`config.mk`:
```
export PLATFORM = sky130hd
export DESIGN_NAME = conv_sequencer
export DESIGN_NICKNAME = d
export VERILOG_FILES = /design/src/rtl/conv_pkg.sv /design/src/rtl/conv_bias_regs.sv /design/src/rtl/conv_sequencer.sv
export SDC_FILE = /design/constraint.sdc
export NUM_CORES = 1
export LEC_CHECK = 0
export BUFFER_PORTS_ARGS = -buffer_cell sky130_fd_sc_hd__buf_4
export CAP_MARGIN = 20
export CELL_PAD_IN_SITES_DETAIL_PLACEMENT = 0
export CELL_PAD_IN_SITES_GLOBAL_PLACEMENT = 1
export CORE_AREA = 5 5 111 113
export CTS_CLUSTER_DIAMETER = 200
export DETAILED_ROUTE_END_ITERATION = 8
export DIE_AREA = 0 0 116 118
export PLACE_DENSITY = 0.83
export SYNTH_ARGS = -nofsm -noshare
export SYNTH_HDL_FRONTEND = slang
export SYNTH_SLANG_ARGS = --single-unit
export TNS_END_PERCENT = 50
```
`constraint.sdc`:
```
create_clock -name clk -period 2.6 [get_ports clk]
set_clock_uncertainty 0.1 [all_clocks]
set_input_delay 0.52 -clock clk [delete_from_list [all_inputs] [get_ports clk]]
set_output_delay 0.52 -clock clk [all_outputs]
set_load 0.03 [all_outputs]
```
`src/rtl/conv_pkg.sv`:
```
// Shared types and sizes for the convolution result sequencer.
package conv_pkg;

  localparam int unsigned NUM_OUT_CH = 8;
  localparam int unsigned ADDR_W     = 10;
  localparam int unsigned DATA_W     = 8;
  localparam int unsigned CH_W       = 3;
  localparam int unsigned OC_W       = 4;

  typedef enum logic [2:0] {
    IDLE,
    CLEAR,
    REQ,
    WR,
    POOL,
    DUMP,
    FIN
  } state_e;

endpackage

```
`src/rtl/conv_bias_regs.sv`:
```
// Per-output-channel bias storage: one synchronous write port, one combinational read port.
module conv_bias_regs
  import conv_pkg::*;
(
  input  logic              clk,
  input  logic              rst,
  input  logic              we,
  input  logic [CH_W-1:0]   waddr,
  input  logic [DATA_W-1:0] wdata,
  input  logic [CH_W-1:0]   raddr,
  output logic [DATA_W-1:0] rdata_c
);

  logic [DATA_W-1:0] mem [NUM_OUT_CH];

  always_ff @(posedge clk or negedge rst) begin
    if (!rst) begin
      for (int i = 0; i < int'(NUM_OUT_CH); i++) mem[i] <= '0;
    end else if (we) begin
      mem[waddr] <= wdata;
    end
  end

  assign rdata_c = mem[raddr];

endmodule

```
`src/rtl/conv_sequencer.sv`:
```
// Sequences clear / MAC-accumulate / pool / dump commands to the result register file.
// Build macro CONV_SEQ_DUMP_EN enables the DUMP state and the cout_done strobe.
module conv_sequencer
  import conv_pkg::*;
#(
  parameter int unsigned CHANNEL_SIZE = 784,
  parameter int unsigned NUM_IN_CH    = 1
) (
  input  logic              clk,
  input  logic              rst,
  input  logic              start,
  input  logic              abort,
  input  logic              bias_we,
  input  logic [CH_W-1:0]   bias_waddr,
  input  logic [DATA_W-1:0] bias_wdata,
  output logic              mac_req,
  output logic [CH_W-1:0]   mac_ic,
  input  logic              mac_valid,
  input  logic [DATA_W-1:0] mac_value,
  output logic              store,
  output logic              pool,
  output logic              first_write,
  output logic              cout_done,
  output logic [OC_W-1:0]   out_c,
  output logic [ADDR_W-1:0] addr,
  output logic [DATA_W-1:0] value,
  output logic [DATA_W-1:0] bias,
  input  logic              pool_done,
  output logic              busy,
  output logic              done
);

`ifdef CONV_SEQ_DUMP_EN
  localparam bit DUMP_EN = 1'b1;
`else
  localparam bit DUMP_EN = 1'b0;
`endif

  localparam logic [ADDR_W-1:0] LAST_ADDR = ADDR_W'(CHANNEL_SIZE - 1);
  localparam logic [ADDR_W-1:0] LAST_POOL = ADDR_W'(CHANNEL_SIZE - 4);
  localparam logic [CH_W-1:0]   LAST_IC   = CH_W'(NUM_IN_CH - 1);
  localparam logic [OC_W-1:0]   LAST_OC   = OC_W'(NUM_OUT_CH - 1);

  state_e              state_q, nxt_state;
  logic [ADDR_W-1:0]   addr_q, nxt_addr;
  logic [CH_W-1:0]     ic_q, nxt_ic;
  logic [OC_W-1:0]     outc_q, nxt_outc;

  logic                store_q, pool_q, fw_q, mac_req_q, busy_q, done_q;
  logic [DATA_W-1:0]   value_q, bias_q;
  logic                nxt_store, nxt_pool, nxt_fw, nxt_mac_req, nxt_busy, nxt_done;
  logic [DATA_W-1:0]   nxt_value, nxt_bias;
  logic [DATA_W-1:0]   bias_rd_c;

  conv_bias_regs u_bias_regs (
    .clk     (clk),
    .rst     (rst),
    .we      (bias_we),
    .waddr   (bias_waddr),
    .wdata   (bias_wdata),
    .raddr   (outc_q[CH_W-1:0]),
    .rdata_c (bias_rd_c)
  );

  always_ff @(posedge clk or negedge rst) begin
    if (!rst) begin
      state_q   <= IDLE;
      addr_q    <= '0;
      ic_q      <= '0;
      outc_q    <= '0;
      store_q   <= 1'b0;
      pool_q    <= 1'b0;
      fw_q      <= 1'b0;
      mac_req_q <= 1'b0;
      busy_q    <= 1'b0;
      done_q    <= 1'b0;
      value_q   <= '0;
      bias_q    <= '0;
    end else begin
      state_q   <= nxt_state;
      addr_q    <= nxt_addr;
      ic_q      <= nxt_ic;
      outc_q    <= nxt_outc;
      store_q   <= nxt_store;
      pool_q    <= nxt_pool;
      fw_q      <= nxt_fw;
      mac_req_q <= nxt_mac_req;
      busy_q    <= nxt_busy;
      done_q    <= nxt_done;
      value_q   <= nxt_value;
      bias_q    <= nxt_bias;
    end
  end

  always_comb begin
    nxt_state = state_q;
    nxt_addr  = addr_q;
    nxt_ic    = ic_q;
    nxt_outc  = outc_q;

    case (state_q)
      IDLE: begin
        if (start) begin
          nxt_state = CLEAR;
          nxt_addr  = '0;
          nxt_ic    = '0;
          nxt_outc  = '0;
        end
      end
      CLEAR: begin
        if (addr_q == LAST_ADDR) begin
          nxt_state = REQ;
          nxt_addr  = '0;
          nxt_ic    = '0;
        end else begin
          nxt_addr = addr_q + ADDR_W'(1);
        end
      end
      REQ: begin
        if (mac_valid) nxt_state = WR;
      end
      WR: begin
        // Walk addr, then input channel, then output channel
        nxt_state = REQ;
        if (addr_q != LAST_ADDR) begin
          nxt_addr = addr_q + ADDR_W'(1);
        end else begin
          nxt_addr = '0;
          if (ic_q != LAST_IC) begin
            nxt_ic = ic_q + CH_W'(1);
          end else begin
            nxt_ic = '0;
            if (outc_q != LAST_OC) begin
              nxt_outc  = outc_q + OC_W'(1);
              nxt_state = CLEAR;
            end else begin
              nxt_outc  = '0;
              nxt_state = POOL;
            end
          end
        end
      end
      POOL: begin
        if (pool_done || (addr_q == LAST_POOL)) begin
          nxt_state = DUMP_EN ? DUMP : FIN;
          nxt_addr  = '0;
        end else begin
          nxt_addr = addr_q + ADDR_W'(4);
        end
      end
      DUMP:    nxt_state = FIN;
      FIN:     nxt_state = IDLE;
      default: nxt_state = IDLE;
    endcase

    // Abort dominates everything, including a simultaneous start
    if (abort) begin
      nxt_state = IDLE;
      nxt_addr  = '0;
      nxt_ic    = '0;
      nxt_outc  = '0;
    end

    nxt_store   = (nxt_state == CLEAR) || (nxt_state == WR);
    nxt_fw      = (nxt_state == CLEAR);
    nxt_pool    = (nxt_state == POOL);
    nxt_mac_req = (nxt_state == REQ);
    nxt_done    = (nxt_state == FIN);
    nxt_busy    = (nxt_state != IDLE);
    nxt_value   = '0;
    nxt_bias    = '0;
    if (nxt_state == WR) begin
      nxt_value = mac_value;
      // Bypass a write landing on the same edge we enter WR
      nxt_bias  = (bias_we && (bias_waddr == outc_q[CH_W-1:0])) ? bias_wdata : bias_rd_c;
    end
  end

`ifdef CONV_SEQ_DUMP_EN
  logic cout_q;

  always_ff @(posedge clk or negedge rst) begin
    if (!rst) cout_q <= 1'b0;
    else      cout_q <= (nxt_state == DUMP);
  end

  assign cout_done = cout_q;
`else
  assign cout_done = 1'b0;
`endif

  assign mac_req     = mac_req_q;
  assign mac_ic      = ic_q;
  assign store       = store_q;
  assign pool        = pool_q;
  assign first_write = fw_q;
  assign out_c       = outc_q;
  assign addr        = addr_q;
  assign value       = value_q;
  assign bias        = bias_q;
  assign busy        = busy_q;
  assign done        = done_q;

endmodule

```
==> impl_results.md <==
- Run status: finished clean
- Fillcell total: around 980
- Cells after DPL: 611
- First-pass DRT Iterations: 4
- Dominant delay contributor by cell family on the critical path: compound AO/OA/AOI/OAI gates
- Post-layout util: 0.546
- Cells on worst reg2reg path: 7
- WL/cell: around 18 microns
- Share of cells above drive strength 1: 0.408
- Slowest cell on crit path: dfrtp_1
- Slew headroom: 0.581
- Dominant cell type by area after synthesis: dfrtp_1
- Initial antenna violation count: 0
- Final hold vios: 0
- Width of the die: approximately 120 microns
- GPL Wtd Cong: 0.845
- WL final: roughly 11,000 microns
- Peak fanout along the critical path: 16
- Measured slew at the worst slew-check pin: about 0.62 ns
- Main synth FF type: dfrtp_1
- Peak VDD IR: a little over 0.0003 V
- Die area: around 14,000 sq um
- 1st-iter DRT viols: about 210
- Buffers on Ports: 64
- Design Power: 0.00382 W
- Largest cells by area after synthesis: dfrtp_1 (52%), mux2_2 (14%), mux4_2 (7.0%)
- Number of hold buffers added after CTS: 0
- Cells after Synth: 405
- Total CTS buffers: 9
- Pre-CTS WS: around 0.24 ns
- Hold WC Path Type: in -> async
- H-tree levels: 3
- Post-route ant nets: 0
- CP Capture Point: bias[2]
- RSZ-0062 raised after global routing: no
- Number of placement rows: 39
- Data arrival, critical path: approximately 2.5 ns
- CTS tree: built
- Final period util: 0.924
- First-pass GRT wire length: a little under 20,000 microns
- Flop2flop setup slack: about 0.20 ns
- # IOs: 66
- Chip height: 118 microns
- Longest Clk Path Bufs: 2
- Mapped Area: ~5100 sq um
- Post-cts repair resize count: 0
- Post-Layout Cell Count: 626
- Worst Setup Start Kind: register
- Worst path depth: 7
- Yosys warns: 0
- Syn_nets: ~440
- CTS Sinks: approximately 110
- P&R area growth vs syn: 19.2%
- CP peak stage delay: around 0.46 ns
- Static leakage: approximately 2.8 nW
- Reg2reg start: addr[3]
- DR vias: between 3,000 and 4,000
- Asr flop ratio synth: 1.00
- Final worst-path setup slack: around 0.20 ns
- Final setup fails: 0
- Post-synth EDFFs: 0
- Seq/Total Area, Yosys: 0.516
- CTS root buf: clkbuf_16
- Vias in the first global route: approximately 3,600
- Dpl hpwl: 8040 microns
- Drt via density: 5.69
- Mean Syn Cell Area: 12.7 sq um
- Largest net degree at the start of global routing: 37
- DRC Markers: 0
- Nets: just over 500
- Clock slew at reported path FFs: roughly 0.070 ns
- Pins Over Slew Limit: 0
- Overall global routing resource usage: 0.178
- Gr ovfl total: 0
- Synth Register Bits: ~110
- Total Neg Setup Slack: 0 ns
- Synth top area share: 0.516
- CORE AREA: ~11,000 sq um
- Number of distinct library cells after synthesis: 61
- Max Cap Viol: 0
- Shortest period the worst path allows: between 2 and 2.5 ns
- CP bufs+invs: 1
- CP Capture Type: register
- Worst R2R End: bias[2]
- Setup bufs post-CTS: 0
- CP required: about 2.7 ns
- Worst Setup SP: addr[3]
- Clock latency on the worst-skew pair: ~0.34 ns
- Starting Density: 0.458
- Antenna Cells: 0
- Peak Freq: roughly 0.42 GHz
- Power Density: about 620 nW/um^2
- Worst-path cell chain: ha_1 -> and4b_1 -> nand4_1 -> o211ai_1 -> o211ai_4 -> buf_4 -> a211oi_1
- CP Class: reg -> reg
## power by group
group,switching [W],internal [W]
clock network,0.000616,0.000678
registers,0.000112,0.00187
logic,0.000224,0.000316
## flip-flops by register name, summed over array words and instances (netlist names)
register         count
out_c                4
addr                10
mac_req              1
busy                 1
store                1
state_q              3
mac_ic               3
value                8
first_write          1
pool                 1
u_bias_regs.mem     64
bias                 8
done                 1
## cell families after synthesis
| kind of cell | share of synthesized area |
|---|---|
| buffers and inverters | 0.0316 |
| flip-flops | 0.516 |
| AND/OR/NAND/NOR | 0.117 |
| multiplexers | 0.228 |
| XOR/XNOR | 0.00511 |
| AO/OA/AOI/OAI | 0.0878 |
| adder cells (fa/ha/maj) | 0.0146 |
| other | 0.000729 |
## cells in the mapped netlist (3+ instances only)
cell type and n:
a211oi_1 9, a211oi_2 3, a21o_1 4, a21oi_1 15, buf_2 4, clkbuf_1 9, dfrtp_1 106, ha_1 6
inv_1 20, mux2_2 65, mux2i_1 8, mux4_2 16, nand2_1 16, nand2b_1 7, nand3_1 6, nand4_1 4
nand4b_1 5, nor2_1 32, nor3_1 6, o21ai_0 9, xnor2_1 3
## cells in the final DEF, fill, tap and decap left out, drive strengths merged, types with 3 or more instances in the layout
master,n
and3,3
xnor2,3
mux2i,8
a21o,4
inv,23
mux2,65
nand2b,7
a21oi,15
mux4,16
nand3,6
nand2,16
a211oi,12
nor3,8
clkbuf,10
nor2,32
nand4b,5
o21ai,11
ha,6
nor3b,3
buf,81
dfrtp,106
nand4,4
## layout make-up
type,instances,area [sq um],share of cell area
Multi-Input combinational cell,261,2330,0.380
Inverter,20,75.1,0.0122
Sequential cell,106,2650,0.433
Clock buffer,10,239,0.0390
Clock inverter,5,36.3,0.00592
Timing Repair Buffer,81,621,0.101
Tap cell,143,179,0.0292
## worst register-to-register path, stage by stage (launching register included)
cell,delay [ns]
dfrtp_1,0.46
ha_1,0.32
and4b_1,0.36
nand4_1,0.14
o211ai_1,0.38
o211ai_4,0.12
buf_4,0.22
a211oi_1,0.21
## routing by layer
metal | up-vias | track usage | wire length, microns | share of wire
li1 | 1632 | - | - | -
met1 | 1829 | 0.258 | 5170 | 0.45
met2 | 92 | 0.276 | 5510 | 0.48
met3 | 10 | 0.0257 | 637 | 0.056
met4 | 0 | 0.0566 | 151 | 0.013
met5 | - | 0 | 0 | 0
## worst min path at each step
| stage | startpoint | end | slack, ns | cells after the start |
|---|---|---|---|---|
| finish | rst | addr[9] | 0.01 | 1 |
| global route | rst | busy | 0.04 | 1 |
| CTS | rst | addr[9] | 0.02 | 1 |
| detailed placement | rst | addr[9] | 0.39 | 1 |
| global placement | rst | addr[9] | 0.38 | 1 |
| floorplan | rst | addr[0] | 0.12 | 0 |
## through the flow
stage                     hold WS (ns)  cell area, sq um
after global placement           0.380              5860
after global routing            0.0411              6130
after CTS                       0.0196              6130
after detailed placement         0.388              5860
final                           0.0114              6130
after floorplan                  0.124              5140
Note: power is estimated with default switching activity, not from simulation.
